`src/rtl/hi_lo_unit_pkg.sv`:
```
// Shared processor definitions: Hi/Lo operation codes, Hi/Lo FSM states, datapath width.
// The EX-stage decoder imports the same package, so both sides always agree on these encodings.
package hi_lo_unit_pkg;

   localparam int DATA_W = 32;

   typedef enum logic [2:0] {
      HILO_NONE = 3'd0,
      HILO_MULT = 3'd1,
      HILO_MADD = 3'd2,
      HILO_MSUB = 3'd3,
      HILO_MTHI = 3'd4,
      HILO_MTLO = 3'd5
   } hilo_op_e;

   typedef enum logic {
      ST_IDLE   = 1'b0,
      ST_ACC_HI = 1'b1
   } hilo_state_e;

endpackage

```
`src/rtl/hi_lo_unit_if.sv`:
```
// EX-stage to Hi/Lo unit bus: operation request from the pipeline, and the committed Hi/Lo values plus busy back.
interface hi_lo_unit_if;
   import hi_lo_unit_pkg::*;

   logic                  op_valid;
   logic [2:0]            hilo_op;
   logic [2*DATA_W-1:0]   product;
   logic [DATA_W-1:0]     rs_data;
   logic                  busy;
   logic [DATA_W-1:0]     hi;
   logic [DATA_W-1:0]     lo;

   modport master (
      output op_valid, hilo_op, product, rs_data,
      input  busy, hi, lo
   );

   modport slave (
      input  op_valid, hilo_op, product, rs_data,
      output busy, hi, lo
   );

endinterface

```
`src/rtl/hi_lo_unit_addsub32.sv`:
```
// 32-bit adder/subtractor: sum = a + (sub ? ~b : b) + cin, with carry-out.
// For subtraction cout=1 means "no borrow", so it chains straight into the next word's cin.
module hi_lo_unit_addsub32
   import hi_lo_unit_pkg::*;
(
   input  logic [DATA_W-1:0] a,
   input  logic [DATA_W-1:0] b,
   input  logic              sub,
   input  logic              cin,
   output logic [DATA_W-1:0] sum,
   output logic              cout
);

   logic [DATA_W-1:0] b_eff;
   logic [DATA_W:0]   total;

   always_comb begin
      b_eff = b ^ {DATA_W{sub}};
      total = {1'b0, a} + {1'b0, b_eff} + {{DATA_W{1'b0}}, cin};
   end

   assign sum  = total[DATA_W-1:0];
   assign cout = total[DATA_W];

endmodule

```
`src/rtl/hi_lo_unit.sv`:
```
// Hi/Lo register unit: MULT/MTHI/MTLO commit in one edge; MADD/MSUB split the 64-bit
// accumulate over two edges, sharing one 32-bit adder between the Lo and Hi halves.
module hi_lo_unit
   import hi_lo_unit_pkg::*;
(
   input  logic        clk,
   input  logic        rst_n,
   hi_lo_unit_if.slave bus
);

   hilo_state_e       state;
   logic [DATA_W-1:0] hi_q;
   logic [DATA_W-1:0] lo_q;
   logic [DATA_W-1:0] lo_tmp;
   logic [DATA_W-1:0] prod_hi_q;
   logic              carry_q;
   logic              acc_sub_q;

   logic [DATA_W-1:0] as_a;
   logic [DATA_W-1:0] as_b;
   logic [DATA_W-1:0] as_sum;
   logic              as_sub;
   logic              as_cin;
   logic              as_cout;
   logic              op_is_msub;

   // Adder serves the Lo half in IDLE and the Hi half (with the saved carry) in ACC_HI.
   always_comb begin
      op_is_msub = (bus.hilo_op == HILO_MSUB);
      if (state == ST_ACC_HI) begin
         as_a   = hi_q;
         as_b   = prod_hi_q;
         as_sub = acc_sub_q;
         as_cin = carry_q;
      end else begin
         as_a   = lo_q;
         as_b   = bus.product[DATA_W-1:0];
         as_sub = op_is_msub;
         as_cin = op_is_msub;
      end
   end

   hi_lo_unit_addsub32 u_addsub (
      .a    (as_a),
      .b    (as_b),
      .sub  (as_sub),
      .cin  (as_cin),
      .sum  (as_sum),
      .cout (as_cout)
   );

   always_ff @(posedge clk or negedge rst_n) begin
      if (!rst_n) begin
         state     <= ST_IDLE;
         hi_q      <= '0;
         lo_q      <= '0;
         lo_tmp    <= '0;
         prod_hi_q <= '0;
         carry_q   <= 1'b0;
         acc_sub_q <= 1'b0;
      end else begin
         case (state)
            ST_IDLE: begin
               if (bus.op_valid) begin
                  case (bus.hilo_op)
                     HILO_MULT: begin
                        hi_q <= bus.product[2*DATA_W-1:DATA_W];
                        lo_q <= bus.product[DATA_W-1:0];
                     end
                     HILO_MADD, HILO_MSUB: begin
                        lo_tmp    <= as_sum;
                        carry_q   <= as_cout;
                        prod_hi_q <= bus.product[2*DATA_W-1:DATA_W];
                        acc_sub_q <= op_is_msub;
                        state     <= ST_ACC_HI;
                     end
                     HILO_MTHI: hi_q <= bus.rs_data;
                     HILO_MTLO: lo_q <= bus.rs_data;
                     default: ;
                  endcase
               end
            end
            ST_ACC_HI: begin
               // Both halves land together so a half-updated pair is never visible.
               hi_q  <= as_sum;
               lo_q  <= lo_tmp;
               state <= ST_IDLE;
            end
            default: state <= ST_IDLE;
         endcase
      end
   end

   assign bus.busy = (state == ST_ACC_HI);
   assign bus.hi   = hi_q;
   assign bus.lo   = lo_q;

endmodule

```
`src/flat_wrapper.sv`:
```
// flat-port wrapper written by rule: the top's interface ports become plain ports
module hi_lo_unit_flat import hi_lo_unit_pkg::*;
  (clk, rst_n, bus_op_valid, bus_hilo_op, bus_product, bus_rs_data, bus_busy, bus_hi, bus_lo);
  hi_lo_unit_if bus_i ();
  input  logic clk;
  input  logic rst_n;
  input wire logic [$bits(bus_i.op_valid)-1:0] bus_op_valid;
  input wire logic [$bits(bus_i.hilo_op)-1:0] bus_hilo_op;
  input wire logic [$bits(bus_i.product)-1:0] bus_product;
  input wire logic [$bits(bus_i.rs_data)-1:0] bus_rs_data;
  output wire logic [$bits(bus_i.busy)-1:0] bus_busy;
  output wire logic [$bits(bus_i.hi)-1:0] bus_hi;
  output wire logic [$bits(bus_i.lo)-1:0] bus_lo;
  assign bus_i.op_valid = bus_op_valid;
  assign bus_i.hilo_op = bus_hilo_op;
  assign bus_i.product = bus_product;
  assign bus_i.rs_data = bus_rs_data;
  assign bus_busy = bus_i.busy;
  assign bus_hi = bus_i.hi;
  assign bus_lo = bus_i.lo;
  hi_lo_unit u_core (.clk(clk), .rst_n(rst_n), .bus(bus_i));
endmodule
```
`config.mk`:
```
export PLATFORM = sky130hd
export DESIGN_NAME = hi_lo_unit_flat
export DESIGN_NICKNAME = d
export VERILOG_FILES = /design/src/rtl/hi_lo_unit_pkg.sv /design/src/rtl/hi_lo_unit_if.sv /design/src/rtl/hi_lo_unit_addsub32.sv /design/src/rtl/hi_lo_unit.sv /design/src/flat_wrapper.sv
export SDC_FILE = /design/constraint.sdc
export NUM_CORES = 1
export LEC_CHECK = 0
export CORE_MARGIN = 2
export CORE_UTILIZATION = 35
export DETAILED_ROUTE_END_ITERATION = 6
export GPL_TIMING_DRIVEN = 0
export PLACE_DENSITY = 0.56
export SYNTH_ARGS = -nofsm -noshare
export SYNTH_HDL_FRONTEND = slang
export SYNTH_HIERARCHICAL = 1
export SYNTH_SLANG_ARGS = --single-unit
```
`constraint.sdc`:
```
create_clock -name clk -period 7.4 [get_ports clk]
set_input_delay 1.11 -clock clk [delete_from_list [all_inputs] [get_ports clk]]
set_output_delay 1.11 -clock clk [all_outputs]
set_load 0.02 [all_outputs]
```
==> results of run 1 <==
layout make-up:
type | instances | area share [%]
Clock inverter | 13 | 1.18
Clock buffer | 19 | 3.70
Multi-Input combinational cell | 653 | 45.4
Tap cell | 330 | 3.53
Buffer | 61 | 2.73
Sequential cell | 131 | 28.0
Inverter | 32 | 1.03
Timing Repair Buffer | 166 | 14.4
cell families after synthesis:
| group | share of synthesized area [%] |
|---|---|
| adders and majority gates | 4.74 |
| muxes | 20.7 |
| xor gates and xnor gates | 5.90 |
| DFF | 36.3 |
| AOI/OAI and AO/OA | 17.3 |
| and+or+nand+nor | 10.2 |
| buffers and inverters | 4.86 |
worst max-delay path: stages:
cell             delay (ns)
clkdlybuf4s50_1        0.64
clkbuf_2               0.34
nor4bb_1               0.57
a21o_1                 0.13
clkbuf_1               0.30
buf_1                  0.72
xnor2_1                0.19
fa_1                   0.45
fa_1                   0.45
nor2b_1                0.20
o31a_1                 0.28
o21ai_0                0.18
a31oi_1                0.33
a31oi_1                0.27
nor4b_1                0.40
nor3_1                 0.15
mux2_2                 0.28
registers in the layout, indices dropped and copies added, names as in the netlist:
| register | cells |
|---|---|
| u_core/acc_sub_q | 1 |
| u_core/bus.busy | 1 |
| u_core/bus.hi | 32 |
| u_core/bus.lo | 32 |
| u_core/carry_q | 1 |
| u_core/lo_tmp | 32 |
| u_core/prod_hi_q | 32 |
stage by stage:
stage	TNS, ns	power, mW	utilization [%]	worst slack [ns]
global placement	-77.26	2.84	43.9	-0.605
global route	0	3.93	46.3	0.387
floorplan	0	2.25	-	2.16
CTS	0	3.72	46.3	0.797
detailed placement	0	2.86	44.0	0.396
finish	0	3.71	46.3	0.695
worst min-delay path by stage:
stage | from | end | slack (ns) | depth (start not counted)
after floorplan | u_core/lo_tmp[0] | u_core/bus.lo[0] | 0.46 | 2
after global placement | u_core/lo_tmp[1] | u_core/bus.lo[1] | 0.47 | 2
after detailed placement | u_core/lo_tmp[1] | u_core/bus.lo[1] | 0.47 | 2
after CTS | u_core/lo_tmp[1] | u_core/bus.lo[1] | 0.49 | 2
after global routing | u_core/prod_hi_q[17] | u_core/prod_hi_q[17] | 0.52 | 1
final | u_core/lo_tmp[4] | u_core/bus.lo[4] | 0.49 | 2
cells in the final DEF, fill, tap and decap left out, types with 20 or more instances in the layout:
cell	n
mux2_2	115
clkbuf_1	29
clkdlybuf4s50_1	164
mux2i_1	53
dfrtp_1	131
inv_1	32
a21oi_1	26
ha_1	31
nand2_1	110
o221ai_2	20
nor2_1	25
o21ai_0	41
xor2_1	42
routing by layer:
metal  global-route usage, %  vias up  routed length (um)
met5                       0        -                   0
met4                    5.81        0                 376
met3                    3.59       25                1960
met2                    38.9      275               14700
met1                    30.7     3850               13700
li1                        -     3595                   -
power by group:
part / total (mW) / switching, mW / internal, mW
combinational: 1.75 / 0.923 / 0.825
clock: 0.841 / 0.346 / 0.495
sequential: 1.12 / 0.159 / 0.962
total: 3.71 / 1.43 / 2.28
==> metrics.yaml, run 1 <==
run_status:
  status: "complete, no violations"
sta:
  period_needed_ns: 6.70
  final_max_slew_viol_count: 0
  relSlewSlack_pct: 40.2
  setup_viol: 0
  fmax_mhz: 149
  finalClockSkew_ns: 0.0127
  tightest_slew_ns: 0.897
  hold_viol_final: 0
  whs_ns: 0.486
  finalCritPeriodShare_pct: 90.6
  grt_setup_unrepaired: "false"
grt:
  grt_pass1_vias: 7769
  antenna_found_initial: 0
  grt_max_degree: 91
  grt-ovfl-total: 0
  grt_use_total_pct: 23.0
  grt_pass1_wl_um: 46000
route:
  drcViolationCount: 0
  ant_nets: 0
  wire_per_inst_um: 21.9
  first_iter_violations: 614
  via_per_inst: 5.51
  drt-pass1-iter-count: 5
  vias: 7745
  routed_wl_um: 30800
yosys:
  synth_top_area_cell: "dfrtp_1"
  synth_top_area_share_pct: 36.3
  synthesis.area_um2: 9030
  yosysWarnings: 6
  synthTopCellsByArea: "dfrtp_1, mux2_2, mux2i_1, nand2_1, ha_1"
  yosysMostFrequentCell: "dfrtp_1"
  synth.yosys.seq_area_share_pct: 36.3
  avgSynthCellArea_um2: 10.3
  synthTopCellsByCount: "dfrtp_1, mux2_2, nand2_1, mux2i_1, xor2_1"
  ys_types: 66
  syn-num-nets: 1012
  synthFlopType: "dfrtp_1"
  synth-edff-count: 0
  syn_inst: 877
  synthArstFlopShare_pct: 100
  ys_seq_elements: 131
cts:
  htreeDepth: 4
  postCtsSetupRepairBufs: 0
  cts_resized: 0
  clock_path_buffers: 2
  clock_sinks: 131
  cts_hold_buf: 0
  clk_pin_slew_worst_paths_ns: 0.06
  numCtsBuffers: 17
  cts_tree: "yes"
  clk_latency_ns: 0.43
  clock-root-buffer: "clkbuf_16"
worst_setup_path:
  reg2reg_slack_ns: 1.41
  cp-endpoint: "u_core/lo_tmp[20]"
  rr_endpoint: "u_core/lo_tmp[20]"
  crit-reg2reg-launch: "u_core/bus.busy"
  cp_max_fo: 10
  end_kind: "flop"
  r2r_cells: 17
  critPathLaunchType: "input port"
  crit_path_start: "bus_hilo_op[1]"
  critical_path_class: "in -> reg"
  worst-endpoint-required_ns: 7.71
  cp.arrival_ns: 7.02
layout:
  finalInstanceArea_um2: 11700
  seq_area_um2: 3280
  syn_to_final_growth_pct: 29.5
  fillCellCount: 2424
  fin_nets: 1197
  layout-drive-gt1-share_pct: 19.2
  antennaDiodeCount: 0
  multi_input_area_um2: 5310
  fin_cells: 1405
floorplanning:
  die_x_um: 165
  core_area_um2: 25300
  chipHeight_um: 165
  start_util_pct: 35.8
  fp.dieArea_um2: 27100
  io_pins: 167
  rows: 58
placed_design:
  dpl.hpwl_um: 22400
  gp_congestion: 0.919
  dp_cells: 1373
  dpl_cell_area_um2: 11100
  io_buffers: 165
pwr:
  power.density_nw_per_um2: 317
  p_leak_nw: 5.04
  vdd_drop_max_v: 0.000136
run:
  drv_cap: 0
min_path:
  min_path_type: "reg -> reg"
(Power assumes the default switching activity.)
==> run 2, diff against run 1 <==
--- a/config.mk
+++ b/config.mk
@@ -5,11 +5,12 @@
 export SDC_FILE = /design/constraint.sdc
 export NUM_CORES = 1
 export LEC_CHECK = 0
+export CAP_MARGIN = 20
 export CORE_MARGIN = 2
 export CORE_UTILIZATION = 35
 export DETAILED_ROUTE_END_ITERATION = 6
 export GPL_TIMING_DRIVEN = 0
-export PLACE_DENSITY = 0.56
+export PLACE_DENSITY = 0.68
 export SYNTH_ARGS = -nofsm -noshare
 export SYNTH_HDL_FRONTEND = slang
 export SYNTH_HIERARCHICAL = 1
==> run 2 against run 1 <==
  * Global-route usage shrank 0.067 points
  * Final area shrank 0.21%
  * First-iteration DRC count grew 7.2%
  * Critical endpoint unchanged
  * Highest routed layer is now met5
==> metrics.yaml, run 2 (synthesis gave the netlist of run 1 again) <==
sta:
  finalCritPeriodShare_pct: 88.5  # -2.1 points
  relSlewSlack_pct: 37.3  # -2.9 points
  final_max_slew_viol_count: 0  # unchanged
  tightest_slew_ns: 0.941  # +0.0438 ns
  setup_viol: 0  # unchanged
  finalClockSkew_ns: 0.00941  # -0.00324 ns
  whs_ns: 0.482  # -0.00437 ns
  fmax_mhz: 153  # +2.3%
  grt_setup_unrepaired: "false"
  period_needed_ns: 6.55  # -0.152 ns
  hold_viol_final: 0  # unchanged
pwr:
  finalPower_mw: 3.66  # -1.3%
  cellInternalPower_mw: 2.23  # -2.3%
  seq_power_share_pct: 30.8  # +0.6 points
  p_leak_nw: 5.02  # -0.40%
  pwr-share-comb_pct: 47.9  # +0.8 points
  power.share.clock_pct: 21.3  # -1.4 points
  vdd_drop_max_v: 0.000184  # +36%
  power.density_nw_per_um2: 314  # -1.1%
  p_sw_share_pct: 39.1  # +0.61 points
  p_sw_mw: 1.43  # +0.27%
grt:
  grt_pass1_wl_um: 46500  # +1.1%
  grt_pass1_vias: 8208  # +5.7%
  grt-ovfl-total: 0  # unchanged
  antenna_found_initial: 2  # +2
  grt_max_degree: 80  # -12%
  grt_use_total_pct: 22.9  # -0.067 points
run:
  drv_cap: 0  # unchanged
layout:
  finalInstanceArea_um2: 11700  # -0.21%
  final_util_pct: 46.2  # -0.099 points
  final_cell_mix: "clkdlybuf4s50_1, dfrtp_1, mux2_2"
  layout-drive-gt1-share_pct: 19.3  # +0.19 points
  mostFrequentLayoutCell: "clkdlybuf4s50_1"
  syn_to_final_growth_pct: 29.2
  fin_nets: 1197  # unchanged
worst_setup_path:
  end_kind: "flop"
  critPathLaunchType: "input port"
  worst-endpoint-required_ns: 7.71  # about the same
  cp_max_fo: 10  # unchanged
  cp.arrival_ns: 6.86  # -0.16 ns
  critical_path_class: "in -> reg"
cts:
  clk_latency_ns: 0.43  # about the same
  htreeDepth: 4  # unchanged
  clock-root-buffer: "clkbuf_16"
  clock_sinks: 131  # unchanged
  postCtsSetupRepairBufs: 0  # unchanged
  cts_tree: "yes"
  clock_path_buffers: 2  # unchanged
  cts_hold_buf: 0  # unchanged
  clk_pin_slew_worst_paths_ns: 0.06  # about the same
  numCtsBuffers: 17  # unchanged
  cts_resized: 0  # unchanged
route:
  first_iter_violations: 658  # +7.2%
  drcViolationCount: 0  # unchanged
  drt-pass1-iter-count: 7  # +2
  vias: 7826  # +1.0%
  routed_wl_um: 30700  # -0.38%
  ant_nets: 0  # unchanged
  via_per_inst: 5.56  # +0.90%
  wire_per_inst_um: 21.8  # -0.52%
floorplanning:
  fp.dieArea_um2: 27100  # unchanged
  io_pins: 167  # unchanged
  die_x_um: 165  # unchanged
  rows: 58  # unchanged
  start_util_pct: 35.8  # unchanged
  chipHeight_um: 165  # unchanged
  core_area_um2: 25300  # unchanged
run_status:
  status: "complete, no violations"
placed_design:
  dpl_cell_area_um2: 11100  # unchanged
  dpl.hpwl_um: 22500  # +0.63%
  io_buffers: 165  # unchanged
  gp_congestion: 0.918  # about the same
min_path:
  min_path_type: "reg -> reg"
-- run 2: layout make-up --
type                    instances  area, um2
diodes                          2       5.00
plain buffers                  61        319
clock buffers                  19        453
clock inverters                13       87.6
fillers                      2434      13600
inverters                      32        120
multi-input cells             653       5310
flip-flops and latches        131       3280
well taps                     330        413
repair buffers                166       1680
-- run 2: per-stage QoR --
step | setup WS (ns) | setup TNS, ns | cells
floorplan | 2.16 | 0 | 877
global placement | -0.316 | -39.74 | 1372
detailed placement | 0.526 | 0 | 1373
CTS | 0.936 | 0 | 1405
global route | 0.494 | 0 | 1406
finish | 0.848 | 0 | 1407
-- run 2: critical path: stages --
cell             delay [ns]
clkdlybuf4s50_1        0.64
clkbuf_2               0.33
nor4bb_1               0.46
a21o_1                 0.12
clkbuf_1               0.28
buf_1                  0.75
xnor2_1                0.19
fa_1                   0.45
fa_1                   0.45
nor2b_1                0.21
o31a_1                 0.26
o21ai_0                0.18
a31oi_1                0.32
a31oi_1                0.27
nor4b_1                0.43
nor3_1                 0.14
mux2_2                 0.27
-- run 2: power groups by stage --
stage | sequential [mW] | clock (mW) | combinational, mW
final | 1.13 | 0.780 | 1.75
after global routing | 1.16 | 0.826 | 1.91
after CTS | 1.13 | 0.793 | 1.74
after detailed placement | 1.14 | 0 | 1.73
after global placement | 1.13 | 0 | 1.70
after floorplan | 1.23 | 0 | 1.02
-- run 2: worst paths after layout --
path / from / endpoint / slack (ns) / depth (start not counted)
worst min register to register: u_core/lo_tmp[4] / u_core/bus.lo[4] / 0.48 / 2
worst max-delay path: bus_hilo_op[1] / u_core/lo_tmp[20] / 0.85 / 17
worst min-delay path: u_core/lo_tmp[4] / u_core/bus.lo[4] / 0.48 / 2
worst max register to register: u_core/bus.busy / u_core/lo_tmp[20] / 1.38 / 17
min in group asynchronous: rst_n / u_core/prod_hi_q[28] / 0.74 / 1
max in group asynchronous: rst_n / u_core/prod_hi_q[19] / 5.90 / 2
-- run 2: routing by layer --
| layer | vias up | routed length [um] | GRT usage (%) |
|---|---|---|---|
| met5 | - | 12 | 0 |
| met4 | 2 | 719 | 7.67 |
| met3 | 50 | 2270 | 4.62 |
| met2 | 334 | 14400 | 37.6 |
| met1 | 3846 | 13200 | 30.2 |
| li1 | 3594 | - | - |
==> run 3, diff against run 2 <==
--- a/config.mk
+++ b/config.mk
@@ -7,10 +7,10 @@
 export LEC_CHECK = 0
 export CAP_MARGIN = 20
 export CORE_MARGIN = 2
-export CORE_UTILIZATION = 35
+export CORE_UTILIZATION = 45
 export DETAILED_ROUTE_END_ITERATION = 6
 export GPL_TIMING_DRIVEN = 0
-export PLACE_DENSITY = 0.68
+export PLACE_DENSITY = 0.81
 export SYNTH_ARGS = -nofsm -noshare
 export SYNTH_HDL_FRONTEND = slang
 export SYNTH_HIERARCHICAL = 1
==> run 3 against run 2 <==
  * Cell count fell by 4.8%
  * Utilization increased by 13 points
  * Clock-buffer cell count shrank 1
  * Clock power up 15%
==> metrics.yaml, run 3 (synthesis gave the netlist of run 1 again) <==
run_status:
  status: "complete, no violations"
floorplanning:
  die_x_um: 146  # -12%
  start_util_pct: 46.1  # +10 points
  chipHeight_um: 146  # -12%
  fp.dieArea_um2: 21200  # -22%
  rows: 51  # -12%
  core_area_um2: 19600  # -22%
  io_pins: 167  # unchanged
layout:
  finalInstanceArea_um2: 11700  # -0.11%
  fillCellCount: 1656  # -32%
  layout-drive-gt1-share_pct: 19.2  # -0.17 points
  mostFrequentLayoutCell: "clkdlybuf4s50_1"
  fin_cells: 1339  # -4.8%
  multi_input_area_um2: 5310  # unchanged
  syn_to_final_growth_pct: 29.1
  final_cell_mix: "clkdlybuf4s50_1, dfrtp_1, mux2_2"
  seq_area_um2: 3280  # unchanged
  antennaDiodeCount: 0  # -2
  fin_nets: 1197  # unchanged
cts:
  cts_resized: 0  # unchanged
  clock-root-buffer: "clkbuf_16"
  htreeDepth: 4  # unchanged
  clk_latency_ns: 0.43  # about the same
  postCtsSetupRepairBufs: 0  # unchanged
  cts_hold_buf: 0  # unchanged
  cts_tree: "yes"
  clock_path_buffers: 2  # unchanged
  numCtsBuffers: 17  # unchanged
  clock_sinks: 131  # unchanged
  clk_pin_slew_worst_paths_ns: 0.06  # about the same
grt:
  antenna_found_initial: 0  # -2
  grt_max_degree: 78  # -2.5%
  grt_pass1_vias: 8337  # +1.6%
  grt-ovfl-total: 0  # unchanged
  grt_pass1_wl_um: 45500  # -2.3%
  grt_use_total_pct: 27.8  # +4.8 points
run:
  drv_cap: 0  # unchanged
min_path:
  min_path_type: "reg -> reg"
  hold_path_depth: 2  # unchanged
  worstHoldEndpoint: "u_core/bus.lo[4]"
  hp-start: "u_core/lo_tmp[4]"
pwr:
  p_leak_nw: 5.05  # +0.63%
  finalPower_mw: 3.80  # +3.7%
  power.density_nw_per_um2: 326  # +3.8%
  vdd_drop_max_v: 0.000197  # +7.1%
placed_design:
  io_buffers: 165  # unchanged
  dpl.hpwl_um: 21200  # -5.9%
  place_ws_ns: 0.545  # +0.0189 ns
  gp_congestion: 0.961  # +4.6%
  dpl_cell_area_um2: 11000  # -0.73%
  dp_cells: 1308  # -4.7%
route:
  drt-pass1-iter-count: 6  # -1
  wire_per_inst_um: 22.1  # +1.5%
  via_per_inst: 6.07  # +9.1%
  first_iter_violations: 831  # +26%
  ant_nets: 0  # unchanged
  drcViolationCount: 0  # unchanged
  vias: 8128  # +3.9%
  routed_wl_um: 29600  # -3.4%
worst_setup_path:
  rr_endpoint: "u_core/lo_tmp[20]"
  cp_max_fo: 10  # unchanged
  critical_path_class: "in -> reg"
  slowest_delay_ns: 0.70  # -0.05 ns
  crit-reg2reg-launch: "u_core/bus.busy"
  cpLargestDelayFamily: "buffers and inverters"
  r2r_cells: 17  # unchanged
  critPathLaunchType: "input port"
  cp.arrival_ns: 6.91  # +0.05 ns
  path_cells: "clkdlybuf4s50_1, clkbuf_2, nor4bb_1, a21o_1, clkbuf_1, buf_1, xnor2_1, fa_1, fa_1, nor2b_1, o31a_1, o21ai_0, a31oi_1, a31oi_1, nor4b_1, nor3_1, mux2_2"
  worst-endpoint-required_ns: 7.72  # about the same
  reg2reg_slack_ns: 1.34  # -0.04 ns
  end_kind: "flop"
  cp_num_buf_inv: 4  # unchanged
  slowest_stage: "buf_1"
sta:
  tns_ns: 0  # unchanged
  period_needed_ns: 6.59  # +0.0368 ns
  setup_viol: 0  # unchanged
  fmax_mhz: 152  # -0.56%
  tightest_slew_ns: 0.927  # -0.0138 ns
  final_max_slew_viol_count: 0  # unchanged
  finalClockSkew_ns: 0.0117  # +0.00230 ns
  grt_setup_unrepaired: "false"
  setup_ws_ns: 0.811  # -0.0368 ns
  hold_viol_final: 0  # unchanged
  finalCritPeriodShare_pct: 89.0  # +0.50 points
  relSlewSlack_pct: 38.2  # +0.92 points
run 3: metal layers:
metal  track usage (%)  wire length [um]  up-vias  share of wire (%)
met1              35.5             11900     3986                 40
met5                 0                 0        -                  0
met3              6.96              2630       83                8.9
met2              45.9             14200      459                 48
met4              9.90               851        0                2.9
li1                  -                 -     3600                  -
run 3: through the flow:
stage,util (%),hold slack [ns]
finish,59.5,0.495
global route,59.5,0.503
CTS,59.5,0.492
global placement,56.2,0.468
floorplan,-,0.455
detailed placement,56.4,0.476
run 3: how the worst max path moves through the flow:
stage / cells after the start / start / slack (ns) / to
4_1_cts: 17 / bus_hilo_op[1] / 0.94 / u_core/lo_tmp[20]
6_report: 17 / bus_hilo_op[1] / 0.81 / u_core/lo_tmp[20]
3_5_place_dp: 17 / bus_hilo_op[1] / 0.54 / u_core/lo_tmp[20]
2_1_floorplan: 17 / bus_hilo_op[0] / 2.16 / u_core/lo_tmp[20]
5_1_grt: 17 / bus_hilo_op[1] / 0.63 / u_core/lo_tmp[20]
3_3_place_gp: 1 / rst_n / -0.23 / u_core/prod_hi_q[16]
run 3: power breakdown:
part	internal, mW	switching [mW]
Sequential	0.963	0.167
Combinational	0.826	0.948
Clock	0.561	0.334
run 3: layout make-up:
class                   instances  share of cell area [%]
repair buffers                166                    14.4
clock inverters                13                    1.59
flip-flops and latches        131                    28.1
plain buffers                  61                    2.74
clock buffers                  18                    3.68
multi-input cells             653                    45.6
well taps                     265                    2.84
inverters                      32                    1.03
run 3: worst min-delay path, cell delays in order, from the launching register on:
cell and delay, ns:
dfrtp_1 0.34, nand2_1 0.06, o221ai_1 0.06
